===== config.mk =====
export PLATFORM = sky130hd
export DESIGN_NAME = pipeline_id_stage
export DESIGN_NICKNAME = d
export VERILOG_FILES = /design/src/rtl/pipeline_id_stage.sv
export SDC_FILE = /design/constraint.sdc
export NUM_CORES = 1
export LEC_CHECK = 0
export ABC_AREA = 1
export BUFFER_PORTS_ARGS = -buffer_cell sky130_fd_sc_hd__buf_2
export CAP_MARGIN = 10
export CORE_MARGIN = 2
export CORE_UTILIZATION = 40
export CTS_BUF_LIST = sky130_fd_sc_hd__clkbuf_16
export DETAILED_ROUTE_END_ITERATION = 10
export PLACE_DENSITY = 0.79
export REMOVE_ABC_BUFFERS = 1
export SYNTH_ARGS = -nofsm -noshare
export SYNTH_HDL_FRONTEND = slang
export SYNTH_SLANG_ARGS = --single-unit

===== constraint.sdc =====
create_clock -name clk -period 0.8 [get_ports clk]
set_clock_uncertainty 0.05 [all_clocks]
set_input_delay 0.04 -clock clk [delete_from_list [all_inputs] [get_ports clk]]
set_output_delay 0.04 -clock clk [all_outputs]
set_load 0.05 [all_outputs]

===== src/rtl/pipeline_id_stage.sv =====
// pipeline_id_stage: RV32I instruction-decode stage.
// Classifies the instruction word into its encoding format and picks the ALU
// operation for EX. Both results are registered, so EX sees them one cycle
// after IF presents the instruction.

module pipeline_id_stage (
   input  logic        clk,
   input  logic        rst,            // asynchronous, active-low
   input  logic [31:0] inst,
   output logic [2:0]  decoded_type,
   output logic [3:0]  alu_opcode
);

   localparam int ALU_OPCODE_WIDTH = 4;

   // Instruction format codes as seen by EX.
   typedef enum logic [2:0] {
      FMT_R       = 3'd0,
      FMT_I       = 3'd1,
      FMT_S       = 3'd2,
      FMT_B       = 3'd3,
      FMT_U       = 3'd4,
      FMT_J       = 3'd5,
      FMT_INVALID = 3'd7
   } fmt_e;

   // ALU operation codes as seen by EX.
   typedef enum logic [ALU_OPCODE_WIDTH-1:0] {
      ALU_ADD    = 4'd0,
      ALU_SUB    = 4'd1,
      ALU_SLL    = 4'd2,
      ALU_SLT    = 4'd3,
      ALU_SLTU   = 4'd4,
      ALU_XOR    = 4'd5,
      ALU_SRL    = 4'd6,
      ALU_SRA    = 4'd7,
      ALU_OR     = 4'd8,
      ALU_AND    = 4'd9,
      ALU_PASS_B = 4'd10,
      ALU_NOP    = 4'd15
   } alu_e;

   // Major opcodes handled by this stage.
   localparam logic [6:0] OPC_OP     = 7'b0110011;
   localparam logic [6:0] OPC_OP_IMM = 7'b0010011;
   localparam logic [6:0] OPC_LOAD   = 7'b0000011;
   localparam logic [6:0] OPC_JALR   = 7'b1100111;
   localparam logic [6:0] OPC_STORE  = 7'b0100011;
   localparam logic [6:0] OPC_BRANCH = 7'b1100011;
   localparam logic [6:0] OPC_LUI    = 7'b0110111;
   localparam logic [6:0] OPC_AUIPC  = 7'b0010111;
   localparam logic [6:0] OPC_JAL    = 7'b1101111;

   localparam logic [6:0] F7_BASE = 7'b0000000;
   localparam logic [6:0] F7_ALT  = 7'b0100000;

   // Instruction fields.
   logic [6:0] opcode;
   logic [2:0] funct3;
   logic [6:0] funct7;
   logic       imm_arith;   // inst[30]: arithmetic-shift select for srai

   assign opcode    = inst[6:0];
   assign funct3    = inst[14:12];
   assign funct7    = inst[31:25];
   assign imm_arith = inst[30];

   // Register and immediate fields are consumed by later stages, not here.
   logic unused_fields;
   assign unused_fields = ^{inst[24:15], inst[11:7]};

   // Base funct3 -> ALU mapping shared by OP (funct7=0) and OP-IMM.
   function automatic alu_e base_alu(input logic [2:0] f3);
      alu_e op;
      unique case (f3)
         3'b000:  op = ALU_ADD;
         3'b001:  op = ALU_SLL;
         3'b010:  op = ALU_SLT;
         3'b011:  op = ALU_SLTU;
         3'b100:  op = ALU_XOR;
         3'b101:  op = ALU_SRL;
         3'b110:  op = ALU_OR;
         default: op = ALU_AND;
      endcase
      return op;
   endfunction

   // Branch funct3 -> comparison the ALU must perform; NOP marks reserved encodings.
   function automatic alu_e branch_alu(input logic [2:0] f3);
      alu_e op;
      unique case (f3)
         3'b000, 3'b001: op = ALU_SUB;   // beq / bne
         3'b100, 3'b101: op = ALU_SLT;   // blt / bge
         3'b110, 3'b111: op = ALU_SLTU;  // bltu / bgeu
         default:        op = ALU_NOP;   // 010 / 011 are reserved
      endcase
      return op;
   endfunction

   fmt_e type_d, type_q;
   alu_e alu_d,  alu_q;

   // Combinational decode of the current instruction word.
   always_comb begin
      // NOTE: defaulting every output at the top of a combinational block means
      // no path leaves a variable unassigned, so no latch can be inferred.
      type_d = FMT_INVALID;
      alu_d  = ALU_NOP;

      unique case (opcode)
         OPC_OP: begin
            if (funct7 == F7_BASE) begin
               type_d = FMT_R;
               alu_d  = base_alu(funct3);
            end else if (funct7 == F7_ALT) begin
               if (funct3 == 3'b000) begin
                  type_d = FMT_R;
                  alu_d  = ALU_SUB;
               end else if (funct3 == 3'b101) begin
                  type_d = FMT_R;
                  alu_d  = ALU_SRA;
               end
            end
         end

         OPC_OP_IMM: begin
            type_d = FMT_I;
            // There is no subi, so funct3 000 is always ADD regardless of inst[30].
            if (funct3 == 3'b101 && imm_arith) begin
               alu_d = ALU_SRA;
            end else begin
               alu_d = base_alu(funct3);
            end
         end

         OPC_LOAD, OPC_JALR: begin
            type_d = FMT_I;
            alu_d  = ALU_ADD;            // base + offset address
         end

         OPC_STORE: begin
            type_d = FMT_S;
            alu_d  = ALU_ADD;            // base + offset address
         end

         OPC_BRANCH: begin
            alu_d = branch_alu(funct3);
            if (alu_d != ALU_NOP) begin
               type_d = FMT_B;
            end
         end

         OPC_LUI: begin
            type_d = FMT_U;
            alu_d  = ALU_PASS_B;         // result is the immediate itself
         end

         OPC_AUIPC: begin
            type_d = FMT_U;
            alu_d  = ALU_ADD;            // pc + immediate
         end

         OPC_JAL: begin
            type_d = FMT_J;
            alu_d  = ALU_ADD;            // link address / target arithmetic
         end

         default: begin
            type_d = FMT_INVALID;
            alu_d  = ALU_NOP;
         end
      endcase
   end

   // Output register: loads the decode on every edge, forced to INVALID/NOP in reset.
   always_ff @(posedge clk or negedge rst) begin
      // NOTE: state registers use non-blocking assignments so every flop samples
      // its pre-edge value; the reset branch makes the outputs safe asynchronously.
      if (!rst) begin
         type_q <= FMT_INVALID;
         alu_q  <= ALU_NOP;
      end else begin
         type_q <= type_d;
         alu_q  <= alu_d;
      end
   end

   assign decoded_type = type_q;
   assign alu_opcode   = alu_q;

endmodule


Word level (Yosys, flattened, before mapping)
Index checks and enable logic that the tools add are counted.
Widths: inputs -> output; s select.
{ "word_totals": {"ff_bits": 7, "inputBits": 34, "output_inout_bits": 7, "word_cells": 44} }
{ "op_classes": {"eq_ne": 18, "mux": 15, "n_reduce_logical": 9} }
{ "ops": {"columns": ["op", "n"], "rows": [
  ["$eq 7x6->1 const B", 4],
  ["$pmux 4 s7", 1],
  ["$mux 4", 6],
  ["$eq 7x7->1 const B", 3],
  ["$pmux 4 s5", 1],
  ["$pmux 3 s6", 1],
  ["$mux 3", 5],
  ["$eq 7x5->1 const B", 2],
  ["$eq 3x3->1 const B", 4],
  ["$pmux 4 s3", 1],
  ["$reduce_or 2->1", 4],
  ["$eq 7x2->1 const B", 1],
  ["$logic_not 7->1", 1],
  ["$eq 3x2->1 const B", 2],
  ["$reduce_or 5->1", 1],
  ["$ne 4x4->1 const B", 1],
  ["$eq 3x1->1 const B", 1],
  ["$logic_not 3->1", 1],
  ["$reduce_or 3->1", 1],
  ["$logic_and 1x1->1", 1]
]} }

Depth between registers and ports, before layout
{ "logic_depth": {"ltp_word": 7, "ltp_mapped": 8, "mapped_depth_nobuf": 8} }

Least setup slack after synthesis
Ideal clock, no wire load.
{ "synth_path": {"path_kind": "input to register", "from": "in inst[1]", "to": "reg type_q[0], in the netlist decoded_type[0]", "setup_ns": 0.083, "arrival_time_ns": 0.691, "t_required_ns": 0.667, "setup_slack_ns": -0.024, "stages": 8, "path_buffers": 0, "cell_sequence": "nand2_1 inv_1 nand2_4 nor2_1 nor2_2 inv_1 nor2_1 nand3_2"} }
{ "synth_via": {"elab_chain_cells": 3, "elab_cells_between_ends": 12, "classes_between": "9 x eq/ne; 1 x mux; 2 x reduce/logical"} }
{ "synth_lines": {"columns": ["element", "line_no", "rtl"], "rows": [
  ["from (decl)", "9", "input logic [31:0] inst,"],
  ["$eq 7x5->1 (tied with other cells)", "110", "unique case (opcode)"],
  ["$reduce_or 3->1 (no line) / $reduce_or 2->1 (equally long branches)", null, null],
  ["$pmux 3 s6 *", "110", null],
  ["net type_d[0]", "100", "fmt_e type_d, type_q;"],
  ["to (signal assigned)", "183", "type_q <= type_d;"],
  ["to (decl)", "100", null]
]} }
The timed path passes the listed nets; every way through them passes the cells marked *.

Final worst setup path
{ "layout_path": {"from": "reg type_q[2], in the netlist decoded_type[2]", "to": "out decoded_type[2]"} }
{ "layout_lines": {"columns": ["element", "line_no", "rtl"], "rows": [
  ["to (decl)", "10", "output logic [2:0] decoded_type,"]
]} }
No word-level cell between the ends.

==> impl_metrics.ini <==
[cts]
numCtsBuffers = 3
cts.clk_slew.worst_paths_ns = 0.04
h-tree-depth = 1
cts_sinks = 7
cts_tree = built
cts_root_buf = clkbuf_16
clk_path_buf_depth = 2

[final_layout]
area_growth_pct = 76.08
multiInputGateArea_sq_um = 540.5
drive_gt1_frac = 0.5031
nNetsFinal = 196
nFillCells = 111
final_cells = 178
seqCellArea_sq_um = 183.9
n_antenna_cell = 0

[timing]
final_max_slew_viol_count = 0
setup_violations = 8
rsz0062_at_grt = yes
max_slew_margin = 0.8042
fin_crit_ns = 1.015
hold_viol = 0
fmax_mhz = 985.5
layout_worst_path_cycle_share = 1.268
tightest_slew_ns = 0.2906
worst_slack_ns = -0.2147

[setup_path]
crit_arrival_ns = 0.92
max_stage_delay_ns = 0.54
path_cells = buf_8
timing.critical_path.buf_inv = 1
cp-end-kind = output pin
timing_worst_setup_path_type = reg -> out
crit_path_start_kind = flop
crit_slowest_cell = dfstp_2
cp_max_fo = 1
critPathTopFamily = flip-flops
cp_data_required_time_ns = 0.71

[yosys]
synthArstFlopShare = 1.000
synth_common_cells = 35 x nand2_1, 26 x nor2_1, 21 x inv_1, 13 x nand3_1, 7 x dfstp_2
ys.flop_type = dfstp_2
synth-edff-count = 0
synth_top_area_frac = 0.2644
yosysMostFrequentCell = nand2_1
avgSynthCellArea_sq_um = 5.846
synth_area_leaders = dfstp_2 26%, nand2_1 19%, nor2_1 14%
ys_ff_latch = 7
yosysTopAreaCell = dfstp_2
yosysSeqAreaShare = 0.2644
ys_types = 13
yosysWarningCount = 0
syn_inst = 119
syn-cell-area_sq_um = 695.7

[min_path]
min_to = alu_opcode[2]
hold_class = in -> reg
worstHoldPathCells = 5
worstHoldStart = inst[13]

[routing]
drt_iter0_drc = 11
dr.pass1.iters = 4
drc = 0
viasPerCell = 4.927
drtAntennaViolNets = 0
wl_per_cell_microns = 12.24
num_vias = 877
wirelength_mm = 2.179

[grt]
grt_start_max_net_pins = 8
use_met3 = 0.05952
met2_usage = 0.3859
grt_pass1_vias = 748
antenna_found_initial = 0
grt_util_met1 = 0.1814
track_usage = 0.1990
grt-busiest-layer = met2
grt_overflow = 0
grt_pass1_wl_mm = 2.877

[floorplanning]
die_w_microns = 45.71
std_cell_rows = 15
top_level_ports = 41
die-area_sq_mm = 0.002089
die_y_microns = 45.71
core_sq_mm = 0.001689
initial_utilization = 0.4119

[power_and_ir_drop]
p_per_area_mw_per_mm2 = 1344
leakage_uw = 0.0006420
intPower_uw = 1208
swShare = 0.2659
peakVddDrop_mv = 0.9625
comb_power_share = 0.247
seqPwrFrac = 0.241
p_clk_frac = 0.512
power_switching_uw = 437.7

[placed_design]
routabilityCongestion = 0.8187
preCtsSetupSlack_ns = -0.2354
dp.cells = 172
portBuffers = 25
dpl.hpwl_mm = 1.359

[run_status]
violations = negative setup slack
status = finished, violations left

[run]
max_cap_violations = 0
cells in the final DEF, fill, tap and decap left out, types with 5 or more instances in the layout:
master	n
nand2_1	31
nor2_1	18
inv_1	15
buf_2	14
buf_4	14
nand3_1	11
nor2_2	9
buf_8	8
dfstp_2	7
inv_2	5
worst max path at each step:
stage / endpoint / cells past startpoint / start
after floorplan: decoded_type[0] / 8 / inst[1]
after global placement: alu_opcode[2] / 8 / inst[1]
after detailed placement: alu_opcode[2] / 7 / inst[6]
after CTS: decoded_type[2] / 1 / decoded_type[2]
after global routing: decoded_type[2] / 1 / decoded_type[2]
final: decoded_type[2] / 1 / decoded_type[2]
registers in the layout, indices dropped and copies added, names as in the netlist:
| signal | count |
|---|---|
| alu_opcode | 4 |
| decoded_type | 3 |
stage by stage:
step / cell area [sq um] / hold slack [ns] / TNS [ns] / util / total power [uW]
5_1_grt: 1225 / 0.1813 / -1.605 / 0.7252 / 1730
2_1_floorplan: 695.7 / -0.1578 / -0.1372 / - / 553.0
4_1_cts: 1080 / 0.1363 / -1.331 / 0.6393 / 1575
3_5_place_dp: 924.6 / 0.02543 / -1.802 / 0.5474 / 690.8
6_report: 1225 / 0.1395 / -1.382 / 0.7252 / 1646
3_3_place_gp: 924.6 / 0.01623 / -1.617 / 0.5474 / 680.8
power groups by stage:
stage | clock network [uW] | registers [uW] | logic, uW
finish | 843 | 396 | 407
global route | 893 | 397 | 439
CTS | 847 | 394 | 334
detailed placement | 0 | 390 | 301
global placement | 0 | 390 | 291
floorplan | 0 | 450 | 103
routing by layer:
metal  part of all wire  wire, microns
met1               0.41            890
met2               0.56           1218
met3              0.029             64
met4             0.0028              6
met5                  0              0
cell families after synthesis:
logic type	Yosys count	synth area share
compound gates	5	0.03597
buf+inv	21	0.1133
flops	7	0.2644
simple gates	86	0.5863
cell type report:
class,instances,area share
timing repair buffer,38,0.2584
inverter,21,0.06844
sequential,7,0.1502
clock inverter,1,0.003064
clock buffer,3,0.06129
multi-input combinational,91,0.4413
tap,17,0.01736
timing repair:
| item | 4_1_cts | 5_1_grt |
|---|---|---|
| buffers inserted | 0 | 1 |
| endpoints found under the setup margin | 7 | 14 |
| gates cloned | 0 | 0 |
| pin swaps | 0 | 15 |
| endpoints found under the hold margin | 7 | 0 |
| hold buffers | 1 | 0 |
| gates resized for setup | 20 | 43 |
(Power assumes the default switching activity.)
